## src/rtl/fifo_rd_ctrl_if.sv

```systemverilog
// Read-side bundle of the dual-clock FIFO: synchronized write pointer, memory read port,
// consumer handshake and the status outputs of the read controller.
interface fifo_rd_ctrl_if #(
  parameter int ADDR_WIDTH = 3,
  parameter int DATA_WIDTH = 8
);
  logic [ADDR_WIDTH:0]   rq2_wptr;
  logic [DATA_WIDTH-1:0] RD_DATA;
  logic                  R_READY;
  logic [ADDR_WIDTH:0]   R_ptr;
  logic [ADDR_WIDTH-1:0] R_addr;
  logic [DATA_WIDTH-1:0] R_DATA;
  logic                  R_VALID;
  logic                  EMPTY;
  logic                  ALMOST_EMPTY;
  logic [ADDR_WIDTH:0]   R_LEVEL;
  logic                  SYNC_ERR;

  modport master (
    input  rq2_wptr, RD_DATA, R_READY,
    output R_ptr, R_addr, R_DATA, R_VALID, EMPTY, ALMOST_EMPTY, R_LEVEL, SYNC_ERR
  );

  modport slave (
    output rq2_wptr, RD_DATA, R_READY,
    input  R_ptr, R_addr, R_DATA, R_VALID, EMPTY, ALMOST_EMPTY, R_LEVEL, SYNC_ERR
  );
endinterface

```

## src/rtl/fifo_rd_ctrl.sv

```systemverilog
// Read-side controller of the dual-clock FIFO: binary/gray read pointers, empty detection,
// one-entry first-word-fall-through output register, occupancy and pointer-consistency error.
module fifo_rd_ctrl #(
  parameter int ADDR_WIDTH = 3,
  parameter int DATA_WIDTH = 8,
  parameter int AE_THRESH  = 1
) (
  input logic           R_CLK,
  input logic           R_RST,
  fifo_rd_ctrl_if.master bus
);
  localparam int unsigned PW = ADDR_WIDTH + 1;
  localparam logic [PW-1:0] DEPTH = PW'(1 << ADDR_WIDTH);
  localparam logic [PW-1:0] AE_LIM = PW'(AE_THRESH);

  typedef enum logic {EMPTY_OUT, FULL_OUT} hs_state_e;

  hs_state_e             state_q, state_d;
  logic [PW-1:0]         rbin_q, rbin_d;
  logic [PW-1:0]         rptr_q, rptr_d;
  logic [DATA_WIDTH-1:0] rdata_q, rdata_d;
  logic [PW-1:0]         level_q, level_d;
  logic                  ae_q, ae_d;
  logic                  sync_err_q, sync_err_d;

  logic                  empty;
  logic                  pop;
  logic [PW-1:0]         wbin_s;
  logic [PW-1:0]         diff_now;
  logic [PW-1:0]         diff_next;

  always_ff @(posedge R_CLK) begin
    if (R_RST) begin
      state_q    <= EMPTY_OUT;
      rbin_q     <= '0;
      rptr_q     <= '0;
      rdata_q    <= '0;
      level_q    <= '0;
      ae_q       <= 1'b1;
      sync_err_q <= 1'b0;
    end else begin
      state_q    <= state_d;
      rbin_q     <= rbin_d;
      rptr_q     <= rptr_d;
      rdata_q    <= rdata_d;
      level_q    <= level_d;
      ae_q       <= ae_d;
      sync_err_q <= sync_err_d;
    end
  end

  always_comb begin
    empty = (rptr_q == bus.rq2_wptr);
    pop   = !empty && ((state_q == EMPTY_OUT) || bus.R_READY);
  end

  always_comb begin
    state_d = state_q;
    unique case (state_q)
      EMPTY_OUT: if (pop) state_d = FULL_OUT;
      FULL_OUT:  if (bus.R_READY && !pop) state_d = EMPTY_OUT;
      default:   state_d = EMPTY_OUT;
    endcase
  end

  // Gray-to-binary as the XOR of all right shifts of the synchronized write pointer.
  always_comb begin
    wbin_s = '0;
    for (int unsigned i = 0; i < PW; i++) begin
      wbin_s = wbin_s ^ (bus.rq2_wptr >> i);
    end
  end

  // R_ptr is loaded with the gray code of the next rbin, so it never lags the binary pointer.
  // The error check uses the pre-edge pointer; the level reflects the post-pop pointer.
  always_comb begin
    rbin_d     = pop ? rbin_q + 1'b1 : rbin_q;
    rptr_d     = rbin_d ^ (rbin_d >> 1);
    rdata_d    = pop ? bus.RD_DATA : rdata_q;
    diff_now   = wbin_s - rbin_q;
    diff_next  = wbin_s - rbin_d;
    level_d    = diff_next;
    ae_d       = (diff_next <= AE_LIM);
    sync_err_d = sync_err_q | (diff_now > DEPTH);
  end

  always_comb begin
    bus.R_VALID      = (state_q == FULL_OUT);
    bus.R_DATA       = rdata_q;
    bus.R_ptr        = rptr_q;
    bus.R_addr       = rbin_q[ADDR_WIDTH-1:0];
    bus.EMPTY        = empty;
    bus.R_LEVEL      = level_q;
    bus.ALMOST_EMPTY = ae_q;
    bus.SYNC_ERR     = sync_err_q;
  end
endmodule

```

## src/flat_wrapper.sv

```systemverilog
// flat-port wrapper written by rule: the top's interface ports become plain ports
module fifo_rd_ctrl_flat 
#(
  parameter int ADDR_WIDTH = 3,
  parameter int DATA_WIDTH = 8,
  parameter int AE_THRESH  = 1
)
  (R_CLK, R_RST, bus_rq2_wptr, bus_RD_DATA, bus_R_READY, bus_R_ptr, bus_R_addr, bus_R_DATA, bus_R_VALID, bus_EMPTY, bus_ALMOST_EMPTY, bus_R_LEVEL, bus_SYNC_ERR);
  fifo_rd_ctrl_if #(.ADDR_WIDTH(ADDR_WIDTH), .DATA_WIDTH(DATA_WIDTH)) bus_i ();
  input logic R_CLK;
  input logic R_RST;
  input wire logic [$bits(bus_i.rq2_wptr)-1:0] bus_rq2_wptr;
  input wire logic [$bits(bus_i.RD_DATA)-1:0] bus_RD_DATA;
  input wire logic [$bits(bus_i.R_READY)-1:0] bus_R_READY;
  output wire logic [$bits(bus_i.R_ptr)-1:0] bus_R_ptr;
  output wire logic [$bits(bus_i.R_addr)-1:0] bus_R_addr;
  output wire logic [$bits(bus_i.R_DATA)-1:0] bus_R_DATA;
  output wire logic [$bits(bus_i.R_VALID)-1:0] bus_R_VALID;
  output wire logic [$bits(bus_i.EMPTY)-1:0] bus_EMPTY;
  output wire logic [$bits(bus_i.ALMOST_EMPTY)-1:0] bus_ALMOST_EMPTY;
  output wire logic [$bits(bus_i.R_LEVEL)-1:0] bus_R_LEVEL;
  output wire logic [$bits(bus_i.SYNC_ERR)-1:0] bus_SYNC_ERR;
  assign bus_i.rq2_wptr = bus_rq2_wptr;
  assign bus_i.RD_DATA = bus_RD_DATA;
  assign bus_i.R_READY = bus_R_READY;
  assign bus_R_ptr = bus_i.R_ptr;
  assign bus_R_addr = bus_i.R_addr;
  assign bus_R_DATA = bus_i.R_DATA;
  assign bus_R_VALID = bus_i.R_VALID;
  assign bus_EMPTY = bus_i.EMPTY;
  assign bus_ALMOST_EMPTY = bus_i.ALMOST_EMPTY;
  assign bus_R_LEVEL = bus_i.R_LEVEL;
  assign bus_SYNC_ERR = bus_i.SYNC_ERR;
  fifo_rd_ctrl #(.ADDR_WIDTH(ADDR_WIDTH), .DATA_WIDTH(DATA_WIDTH), .AE_THRESH(AE_THRESH)) u_core (.R_CLK(R_CLK), .R_RST(R_RST), .bus(bus_i));
endmodule
```

## config.mk

```make
export PLATFORM = sky130hd
export DESIGN_NAME = fifo_rd_ctrl_flat
export DESIGN_NICKNAME = d
export VERILOG_FILES = /design/src/rtl/fifo_rd_ctrl_if.sv /design/src/rtl/fifo_rd_ctrl.sv /design/src/flat_wrapper.sv
export SDC_FILE = /design/constraint.sdc
export NUM_CORES = 1
export LEC_CHECK = 0
export CELL_PAD_IN_SITES_DETAIL_PLACEMENT = 1
export CELL_PAD_IN_SITES_GLOBAL_PLACEMENT = 1
export CORE_MARGIN = 2
export CORE_UTILIZATION = 45
export DETAILED_ROUTE_END_ITERATION = 10
export DONT_BUFFER_PORTS = 1
export PLACE_DENSITY_LB_ADDON = 0.1
export SYNTH_ARGS = -nofsm -noshare
export SYNTH_HDL_FRONTEND = slang
export SYNTH_SLANG_ARGS = --single-unit
```

## constraint.sdc

```tcl
create_clock -name R_CLK -period 3 [get_ports R_CLK]
set_clock_uncertainty 0.05 [all_clocks]
set_input_delay 0.45 -clock R_CLK [delete_from_list [all_inputs] [get_ports R_CLK]]
set_output_delay 0.45 -clock R_CLK [all_outputs]
set_load 0.05 [all_outputs]
```

[Word level (Yosys, flattened, before mapping)]
Cells that the tools add are included.
Storage, ports and cells
  output and inout bits: 23
  register bits after elaboration: 23
  input port bits: 15
Cells by class
  equal/unequal tests: 1
  order comparisons: 2
  $add $sub $neg: 3
  reduce and logical (&&, ||, !) cells: 5
  multiplexer cells: 4
  bitwise logic cells: 6
Operators with widths (count)
  4-bit subtractor: 2
  4-bit by 3-bit bitwise XOR with 4-bit output: 2
  4-bit by 1-bit adder with 4-bit output, second input constant: 1
  4-bit equality test: 1
  4-bit > comparator, second input constant: 1
  4-bit by 1-bit <= comparator with 1-bit output, second input constant: 1
  4-bit two-way mux: 1
  4-bit by 1-bit bitwise XOR with 4-bit output: 1
  4-bit by 2-bit bitwise XOR with 4-bit output: 1
  1-bit logical AND: 2
  1-bit zero test: 2
  1-bit two-way mux: 2
  1-bit case mux with 2 select lines: 1
  1-bit logical OR: 1
  1-bit NOT: 1
  1-bit OR: 1

[Logic depth before layout (Yosys ltp)]
Gate-level depths: netlist of the first run.
  depth in word-level cells: 7
  gate-level depth with buffers: 11
  gate-level depth less buffers: 10

[Worst setup path before layout of the first run]
OpenSTA, ideal clock, no wires.
  path kind: reg-to-reg
  start point: register u_core.rptr_q[3] (netlist: u_core.bus.R_ptr[3])
  end point: register u_core.ae_q (netlist: u_core.bus.ALMOST_EMPTY)
  path buffers: 0
  arrival time: 3.017 ns
  stages on the path, launching flop included: 11
  library setup time: 0.087 ns
  slack: -0.154 ns
  period minus slack after synthesis: 3.154 ns
  cell sequence: dfxtp_1 -> xor2_1 -> or4_4 -> nand3_1 -> xnor2_1 -> ha_1 -> nand2_1 -> a222oi_1 -> or3_1 -> xnor2_1 -> o31ai_1
On the way
  longest elaborated chain between the ends: 6
Ends and longest elaborated chain
  start, declared: RTL line fifo_rd_ctrl.sv:20  | logic [PW-1:0] rptr_q, rptr_d;
  start signal, assigned: RTL line fifo_rd_ctrl.sv:44  | rptr_q <= rptr_d;
  4-bit equality test: RTL line fifo_rd_ctrl.sv:53  | empty = (rptr_q == bus.rq2_wptr);
  1-bit zero test: RTL line fifo_rd_ctrl.sv:54  | pop = !empty && ((state_q == EMPTY_OUT) || bus.R_READY);
  1-bit logical AND: RTL line fifo_rd_ctrl.sv:54
  4-bit two-way mux: RTL line fifo_rd_ctrl.sv:77  | rbin_d = pop ? rbin_q + 1'b1 : rbin_q;
  4-bit subtractor: RTL line fifo_rd_ctrl.sv:81  | diff_next = wbin_s - rbin_d;
  4-bit by 1-bit <= comparator with 1-bit output: RTL line fifo_rd_ctrl.sv:83  | ae_d = (diff_next <= AE_LIM);
  end signal, assigned: RTL line fifo_rd_ctrl.sv:39  | ae_q <= 1'b1;
  end signal, assigned: RTL line fifo_rd_ctrl.sv:47  | ae_q <= ae_d;
  end, declared: RTL line fifo_rd_ctrl.sv:23  | logic ae_q, ae_d;
Every way passes these cells.
A chain may end at the register's enable or synchronous reset.

[Worst setup path after layout of the first run]
  start point: register u_core.rptr_q[2] (netlist: u_core.bus.R_ptr[2])
  end point: register u_core.ae_q (netlist: u_core.bus.ALMOST_EMPTY)
Same word-level chain as after synthesis.

==> results by group, run 1 <==
Layout
  • Nets@finish: 148
  • Area grow syn2layout: 13.6%
  • Final core area utilization: a little under three fifths
  • Layout cells sized above 1: 17.7%
  • Fill count: 259
  • Sequential cell area: 444 um^2
  • Ant diodes: 0
  • Commonest non-fill, non-tap cells in the layout: dfxtp_1 (19), nor2_1 (18), buf_4 (11)
  • Multi-input logic area: approximately 630 um^2
  • Commonest non-fill, non-tap cell in the layout: dfxtp_1
  • Non-Filler Instances: 152

GRT
  • All-Layer GR Usage: 20.1%
  • Initial antenna violation count: 0
  • GRT overflow: 0
  • Vias in the first global route: 840
  • Largest net degree at the start of global routing: 20
  • First-pass GRT wire length: 3.92 mm

Synthesis
  • Seq/Total Area, Yosys: between 30% and 40%
  • Post-synth EDFFs: 0
  • Ys async rst share: 0%
  • Largest area contributor in the netlist: dfxtp_1
  • Synthesized flop and latch total: 22
  • Mapped cell area: 1110 um^2
  • Share of the synthesized area in the top cell type: 39.8%
  • Synth cell types: 26
  • Synth Warn #: 0
  • Commonest register cell after synthesis: dfxtp_1
  • Synthesized instance count: approximately 110
  • Post-Syn Area per Cell: 9.88 um^2
  • Largest cells by area after synthesis: dfxtp_1 (40%), ha_1 (7.9%), xnor2_1 (7.9%), mux2i_1 (7.2%), xor2_1 (6.3%)
  • Syn_nets: 135

Detailed routing
  • DRC: 0
  • Routed wire length: 2.61 mm
  • DRT Pass-1 Iters: 4
  • Vias: 822
  • Via/cell ratio: 5.41
  • 1st-iter DRT viols: 4
  • Average routed wire per standard cell: 17.2 um
  • Antenna Nets Post-Route: 0

Clock network
  • Hold buffer count at cts: 0
  • CTS max path bufs: 2
  • CTS tree: done
  • Worst-Skew Late Latency: 0.31 ns
  • Clock sinks: 22
  • H-tree Lvls: 1
  • Clock Pin Slew Worst Setup and Hold Paths: 0.12 ns
  • CTS root buf: clkbuf_4
  • TritonCTS buffer count: 3

Floorplan
  • Chip Width: 53.6 um
  • Ports: 38
  • Die area: 2870 um^2
  • Initial core utilization: 48.6%
  • Number of core rows: 17
  • Core box area: 2280 um^2
  • Die height: 53.6 um

Worst setup path
  • Setup crit end kind: register
  • Slowest CP cell: or4_4
  • CP dominant cell by count: xnor2_1
  • Crit start category: register
  • Worst path max stage delay: 0.56 ns
  • CP Data Required Time: 3.17 ns
  • Crit Path Max Fanout: 3
  • CP arrival: 3.01 ns
  • Crit Path Class: reg2reg
  • Crit path cell chain: xor2_1 -> or4_4 -> nand3_1 -> xnor2_1 -> ha_1 -> nand2_1 -> a222oi_1 -> or3_1 -> xnor2_1 -> o31ai_2

Timing
  • Final setup vio count: 0
  • Relative slew slack: around 65%
  • Hold Violations, Final: 0
  • Tcrit/Tclk final: between 90 and 100%
  • Fmax: ~350 MHz
  • RSZ-0062 raised after global routing: false
  • Tmin final: 2.84 ns
  • Max Slew Vio Count: 0
  • Hold_ws: 0.147 ns
  • Tightest Pin Transition: 0.525 ns
  • Setup TNS: 0 ns

Pwr
  • Leak: 0.564 nW
  • Cell Pwr Density: 856 nW/um^2
  • Max VDD drop: about 0.54 mV

Status
  • Status: complete, no violations

Job
  • MaxCap Viol Count: 0

Placed design
  • DP Cell Count: 148
  • Final HPWL DP: 2.12 mm
  • Routability-driven placement congestion ratio: 0.894
  • IO Port Bufs: 0

Min path
  • Hold WC Path Type: in2reg
-- cell families after synthesis --
kind of cell	count (synthesis)	share of synthesized area [%]
muxes	8	7.24
buffers and inverters	10	3.51
AOI/OAI and AO/OA	14	10.2
adders and majority gates	8	9.73
xor gates and xnor gates	19	16.4
DFF	22	39.8
and+or+nand+nor	31	13.1
-- sequential cells by signal (all words and copies together), names as in the netlist --
register                 cells
u_core.rbin_q                3
u_core.bus.R_LEVEL           4
u_core.bus.R_ptr             4
u_core.bus.R_VALID           1
u_core.bus.SYNC_ERR          1
u_core.bus.R_DATA            8
u_core.bus.ALMOST_EMPTY      1
-- worst max-delay path: cells and delay by family, from the launching register on --
kind	cells	cell delay [ns]
flip-flops	1	0.35
AND/OR/NAND/NOR	4	1.16
adder cells (fa/ha/maj)	1	0.33
XOR/XNOR	3	0.54
AO/OA/AOI/OAI	2	0.33
-- layout make-up --
type	instances	area share [%]
inverter	7	2.09
sequential	22	35.4
timing repair buffer	11	6.57
clock buffer	4	2.89
tap	28	2.79
multi-input combinational	80	50.3
-- report_power, final --
part	total, mW	leakage, nW	switching [mW]	internal, mW
registers	0.506	0.184	0.157	0.348
logic	0.408	0.359	0.248	0.161
clock network	0.161	0.0210	0.0873	0.0741
-- per-layer routing --
metal,vias to the layer above,GRT usage [%],part of all wire (%),wire length [um]
met1,393,23.5,40,1040
li1,398,-,-,-
met3,4,3.06,4.6,119
met4,0,10.3,1.5,38
met5,-,0,0,0
met2,27,35.2,54,1420
-- repair_timing --
item / CTS / global route
setup endpoints to repair: 0 / 1
resized for setup: 0 / 1
setup buffers: 0 / 0
hold endpoints to repair: 0 / 0
-- cells in the mapped netlist (2+ instances only) --
cell type / n
dfxtp_1: 22
nand2_1: 2
xor2_1: 8
nor2_1: 18
and2_1: 4
xnor2_1: 10
o21ai_0: 2
a21oi_1: 6
ha_1: 7
nand3_1: 3
clkbuf_1: 2
inv_1: 7
mux2i_1: 8
-- final timing paths --
check	start	slack [ns]	cells after the start	to
setup / recovery	u_core.bus.R_ptr[2]	0.16	10	u_core.bus.ALMOST_EMPTY
setup reg to reg	u_core.bus.R_ptr[2]	0.16	10	u_core.bus.ALMOST_EMPTY
hold reg to reg	u_core.bus.R_VALID	0.60	2	u_core.bus.R_VALID
hold / removal	R_RST	0.15	1	u_core.bus.R_LEVEL[0]
-- per-stage QoR --
| step | instance area (um^2) | setup slack (ns) | power [mW] |
|---|---|---|---|
| 4_1_cts | 1250 | 0.0791 | 1.08 |
| 5_1_grt | 1260 | 0.0241 | 1.14 |
| 2_1_floorplan | 1110 | 0.0808 | 0.821 |
| 6_report | 1260 | 0.157 | 1.08 |
| 3_5_place_dp | 1210 | -0.0346 | 0.921 |
| 3_3_place_gp | 1210 | 0.167 | 0.901 |
Power figures use the tool's default switching activity.
==> run 2: changes to the inputs <==
--- a/config.mk
+++ b/config.mk
@@ -9,6 +9,7 @@
 export CELL_PAD_IN_SITES_GLOBAL_PLACEMENT = 1
 export CORE_MARGIN = 2
 export CORE_UTILIZATION = 45
+export CTS_BUF_LIST = sky130_fd_sc_hd__clkbuf_16
 export DETAILED_ROUTE_END_ITERATION = 10
 export DONT_BUFFER_PORTS = 1
 export PLACE_DENSITY_LB_ADDON = 0.1
==> run 2 against run 1 <==
Die area is the same. Core utilization rose by 1.9 points. Critical path depth unchanged. Critical path type unchanged. Sequential cell count is the same.
==> results by group, run 2 (same netlist as run 1, synthesis figures left out) <==
GRT
  • Largest net degree at the start of global routing: 20
  • Vias in the first global route: 847
  • All-Layer GR Usage: between 20% and 30%
  • Met2 Use GR: a little over a third
  • Gr busiest metal: met2
  • Initial antenna violation count: 0
  • Global routing usage on met3: 3.89%
  • First-pass GRT wire length: a little under 4 mm
  • GRT overflow: 0
  • Met1 GRT Util: 23.0%

Placed design
  • Routability-driven placement congestion ratio: 0.894
  • Final HPWL DP: 2.12 mm
  • Placed inst area: 1210 um^2
  • IO Port Bufs: 0

Layout
  • Final Cell Area: approximately 1300 um^2
  • Fill count: 255
  • Layout cells sized above 1: 16.9%
  • Nets@finish: 148
  • Ant diodes: 0
  • Max reg flops: 8
  • Commonest non-fill, non-tap cells in the layout: dfxtp_1 (19), nor2_1 (18), buf_4 (11)
  • Commonest non-fill, non-tap cell in the layout: dfxtp_1
  • Area grow syn2layout: 17.4%

Detailed routing
  • Routed wire length: 2.61 mm
  • Via/cell ratio: approximately 5.5
  • DRC: 0
  • Average routed wire per standard cell: 17.2 um
  • Vias: 831
  • Antenna Nets Post-Route: 0
  • 1st-iter DRT viols: 6
  • DRT Pass-1 Iters: 4

Job
  • MaxCap Viol Count: 0

Timing
  • Setup TNS: 0 ns
  • Tcrit/Tclk final: 93.3%
  • RSZ-0062 raised after global routing: false
  • Tmin final: 2.80 ns
  • Tightest Pin Transition: 0.523 ns
  • Final setup vio count: 0
  • Hold Violations, Final: 0
  • Hold_ws: 0.205 ns
  • Fmax: approximately 360 MHz
  • Relative slew slack: ~65%
  • Max Slew Vio Count: 0

Worst setup path
  • Setup crit end kind: register
  • CP arrival: approximately 2.9 ns
  • Crit Path Class: reg2reg
  • CP Data Required Time: about 3.1 ns
  • WP buf/inv: 0
  • Worst path max stage delay: between 0.5 and 0.6 ns
  • Slowest CP cell: or4_4
  • Crit path cell chain: xor2_1 -> or4_4 -> nand3_1 -> xnor2_1 -> ha_1 -> nand2_1 -> a222oi_1 -> or3_1 -> xnor2_1 -> o31ai_2
  • Crit Path Max Fanout: 3
  • CP dominant cell by count: xnor2_1
  • Crit start category: register
  • Crit path max-delay family: simple AND/OR/NAND/NOR gates

Pwr
  • Max VDD drop: 0.562 mV
  • Leak: 0.582 nW
  • Cell Pwr Density: about 920 nW/um^2

Clock network
  • CTS tree: done
  • H-tree Lvls: 1
  • Worst-Skew Late Latency: 0.26 ns
  • TritonCTS buffer count: 3
  • Clock sinks: 22
  • Hold buffer count at cts: 0
  • CTS root buf: clkbuf_16
  • CTS max path bufs: 2
  • Clock Pin Slew Worst Setup and Hold Paths: 0.06 ns

Floorplan
  • Number of core rows: 17
  • Chip Width: 53.6 um
  • Die height: 53.6 um
  • Ports: 38
  • Core box area: 2280 um^2
  • Die area: 2870 um^2
  • Initial core utilization: 48.6%

Min path
  • Hold WC Path Type: in2reg

Status
  • Status: complete, no violations
run 2: report_power, final:
group	switching, mW	internal, mW
clock	0.105	0.178
sequential	0.158	0.349
combinational	0.247	0.161
run 2: layout make-up:
class                      count  area [um^2]  area share (%)
tap                           28         35.0            2.70
clock inverter                 1         3.75           0.289
clock buffer                   3         75.1            5.78
sequential                    22          444            34.2
inverter                       7         26.3            2.02
timing repair buffer          11         82.6            6.36
multi-input combinational     80          632            48.7
run 2: what timing repair did:
item / 4_1_cts / 5_1_grt
setup buffers: 0 / 0
hold endpoints to repair: 0 / 0
resized for setup: 0 / 1
setup endpoints to repair: 0 / 1
run 2: path summary, 6_finish.rpt:
check                 startpoint                 endpoint  slack (ns)  cells past startpoint
max          u_core.bus.R_ptr[2]  u_core.bus.ALMOST_EMPTY        0.20                     10
min                        R_RST      u_core.bus.R_ptr[1]        0.21                      1
max reg2reg  u_core.bus.R_ptr[2]  u_core.bus.ALMOST_EMPTY        0.20                     10
min reg2reg   u_core.bus.R_VALID       u_core.bus.R_VALID        0.59                      2
run 2: through the flow:
step	power (mW)	setup WS, ns	std cells	utilization, %
floorplan	0.821	0.0808	112	-
global placement	0.901	0.167	148	53.4
global route	1.26	0.0436	152	57.1
CTS	1.20	0.125	152	56.8
finish	1.20	0.202	152	57.1
detailed placement	0.921	-0.0346	148	53.4
run 2: metal layers:
metal  share of wire, %  wire, um  vias to the layer above
li1                   -         -                      398
met5                  0         0                        -
met2                 52      1360                       29
met3                5.3       138                        5
met4                1.6        43                        0
met1                 41      1070                      399
run 2: worst register-to-register path, cell delays in order (launching register included):
cell,delay (ns)
dfxtp_2,0.32
xor2_1,0.18
or4_4,0.56
nand3_1,0.13
xnor2_1,0.20
ha_1,0.33
nand2_1,0.10
a222oi_1,0.08
or3_1,0.37
xnor2_1,0.15
o31ai_2,0.24
==> run 3: changes to the inputs <==
--- a/config.mk
+++ b/config.mk
@@ -5,10 +5,11 @@
 export SDC_FILE = /design/constraint.sdc
 export NUM_CORES = 1
 export LEC_CHECK = 0
+export ABC_AREA = 1
 export CELL_PAD_IN_SITES_DETAIL_PLACEMENT = 1
 export CELL_PAD_IN_SITES_GLOBAL_PLACEMENT = 1
 export CORE_MARGIN = 2
-export CORE_UTILIZATION = 45
+export CORE_UTILIZATION = 43
 export CTS_BUF_LIST = sky130_fd_sc_hd__clkbuf_16
 export DETAILED_ROUTE_END_ITERATION = 10
 export DONT_BUFFER_PORTS = 1
==> run 3 against run 2 <==
Die area is 14% higher. Register-to-register slack better by 0.32 ns. Synthesized cell count increased by 49%. Non-clock buffer count is 3 lower. Synthesized area is 9.8% higher. Sequential cell count unchanged. Clock-buffer cell count stayed put. Cell area up 6.8%.
==> results by group, run 3 <==
Layout
  • Max reg flops: 8
  • Commonest non-fill, non-tap cells in the layout: nand2_1 (36), inv_1 (26), nor2_1 (24)
  • Nets@finish: 199
  • Multi-input logic area: ~630 um^2
  • Final core area utilization: 51.2%
  • Final Cell Area: 1390 um^2
  • Layout cells sized above 1: between 15 and 20%
  • Commonest non-fill, non-tap cell in the layout: nand2_1
  • Sequential cell area: 440 um^2
  • Ant diodes: 0
  • Fill count: 356
  • Area grow syn2layout: 14.2%

Synthesis
  • Synth Warn #: 0
  • Synthesized flop and latch total: 22
  • Mapped cell area: 1210 um^2
  • Share of the synthesized area in the top cell type: 36.3%
  • Synth cell types: 23
  • Synthesized instance count: 167
  • Post-synth EDFFs: 0
  • Most common cell in the netlist: nand2_1
  • Ys async rst share: 0%
  • Synth top cells by count: nand2_1 (36), inv_1 (26), nor2_1 (24), dfxtp_1 (22), o21ai_0 (14)
  • Largest area contributor in the netlist: dfxtp_1
  • Commonest register cell after synthesis: dfxtp_1
  • Seq/Total Area, Yosys: approximately 36%
  • Post-Syn Area per Cell: between 7 and 8 um^2
  • Syn_nets: 190
  • Largest cells by area after synthesis: dfxtp_1 (36%), nand2_1 (11%), inv_1 (8.0%), nor2_1 (7.4%), ha_1 (7.2%)

Floorplan
  • Ports: 38
  • Initial core utilization: between 40% and 50%
  • Die area: 3270 um^2
  • Core box area: 2710 um^2
  • Number of core rows: 19
  • Die height: about 57 um
  • Chip Width: 57.2 um

Clock network
  • CTS max path bufs: 2
  • Hold buffer count at cts: 0
  • Post-CTS sizing: 0
  • TritonCTS buffer count: 3
  • Clock Pin Slew Worst Setup and Hold Paths: ~0.060 ns
  • Worst-Skew Late Latency: 0.26 ns
  • CTS tree: done
  • Clock sinks: 22
  • CTS root buf: clkbuf_16
  • H-tree Lvls: 1
  • Post-CTS Setup Bufs: 0

GRT
  • Largest net degree at the start of global routing: 14
  • Vias in the first global route: between 1k and 1.5k
  • All-Layer GR Usage: 19.5%
  • First-pass GRT wire length: 4.79 mm
  • GRT overflow: 0
  • Initial antenna violation count: 0

Placed design
  • Final HPWL DP: between 2 and 2.5 mm
  • Routability-driven placement congestion ratio: 0.829
  • Placed inst area: 1280 um^2
  • IO Port Bufs: 0

Timing
  • Hold Violations, Final: 0
  • Tmin final: 2.48 ns
  • Setup TNS: 0 ns
  • Fmax: 403 MHz
  • Relative slew slack: 65.4%
  • Final setup vio count: 0
  • Tcrit/Tclk final: around 83%
  • Tightest Pin Transition: 0.519 ns
  • RSZ-0062 raised after global routing: false
  • Max Slew Vio Count: 0

Status
  • Status: complete, no violations

Worst setup path
  • Setup crit end kind: register
  • CP Data Required Time: between 3 and 4 ns
  • CP arrival: between 2 and 3 ns
  • Crit Path Max Fanout: 12
  • Crit start category: register
  • Crit Path Class: reg2reg

Detailed routing
  • DRC: 0
  • Vias: 1011
  • 1st-iter DRT viols: 29
  • Antenna Nets Post-Route: 0
  • DRT Pass-1 Iters: 4
  • Routed wire length: 2.88 mm
  • Average routed wire per standard cell: approximately 14 um
  • Via/cell ratio: roughly 5

Pwr
  • Max VDD drop: 0.565 mV
  • Leak: 0.722 nW
  • Cell Pwr Density: between 900 and 1000 nW/um^2

Job
  • MaxCap Viol Count: 0

Min path
  • Hold WC Path Type: in2reg
-- run 3: cell count changes in the layout (fill, tap and decap cells not counted), sizes merged, moves of 3 or more --
cell	change
and2	-4
buf	-3
inv	+22
mux2i	-8
nand2	+39
nand3	+5
nor2	+10
o21ai	+12
xnor2	-10
xor2	-3
-- run 3: final timing paths --
kind,from,endpoint,slack (ns),cells past startpoint
max reg2reg,u_core.bus.R_ptr[3],u_core.bus.ALMOST_EMPTY,0.52,18
max,u_core.bus.R_ptr[3],u_core.bus.ALMOST_EMPTY,0.52,18
min,R_RST,u_core.rbin_q[0],0.20,1
min reg2reg,u_core.bus.R_ptr[3],u_core.bus.R_ptr[3],0.58,2
-- run 3: worst max-delay path, stage by stage, from the launching register on --
cell     delay (ns)
dfxtp_1        0.40
inv_1          0.06
nand2_1        0.07
nand2_2        0.08
nor2_4         0.11
nand2_4        0.08
nand2_4        0.13
inv_2          0.12
nand2_1        0.09
xor2_1         0.18
inv_2          0.09
ha_1           0.32
inv_1          0.06
nor2_1         0.11
nand3_2        0.10
nand3_1        0.09
nand2_1        0.06
nor2_2         0.12
nor2_2         0.04
-- run 3: stage by stage --
stage	setup slack, ns	std cells	hold WS, ns	total power [mW]
finish	0.521	206	0.202	1.26
global route	0.276	206	0.193	1.33
CTS	0.493	206	0.199	1.28
detailed placement	0.469	202	0.471	0.889
global placement	0.568	202	0.470	0.874
floorplan	0.564	167	0.563	0.806
-- run 3: cell families after synthesis --
| kind of cell | synth area share, % |
|---|---|
| compound gates | 8.14 |
| xor+xnor | 3.60 |
| buf+inv | 11.5 |
| flops | 36.3 |
| simple gates | 31.6 |
| fa+ha+maj | 8.86 |
-- run 3: final cells by class --
cell class                      instances  area share, %
Clock buffer                            3           5.41
Clock inverter                          1           2.16
Inverter                               29           7.84
Multi-Input combinational cell        112           45.7
Sequential cell                        22           31.7
Tap cell                               31           2.80
Timing Repair Buffer                    8           4.33
-- run 3: where the power goes --
| group | switching, mW | internal, mW | total, mW |
|---|---|---|---|
| Clock | 0.112 | 0.265 | 0.377 |
| Sequential | 0.153 | 0.347 | 0.500 |
| Combinational | 0.263 | 0.121 | 0.384 |
| Total | 0.528 | 0.733 | 1.26 |
-- run 3: routing by layer --
layer | wire, um | GRT usage (%) | vias up
met5 | 0 | 0 | -
met4 | 50 | 7.97 | 0
met3 | 120 | 3.85 | 5
met2 | 1500 | 34.5 | 21
met1 | 1210 | 23.2 | 457
li1 | - | - | 528
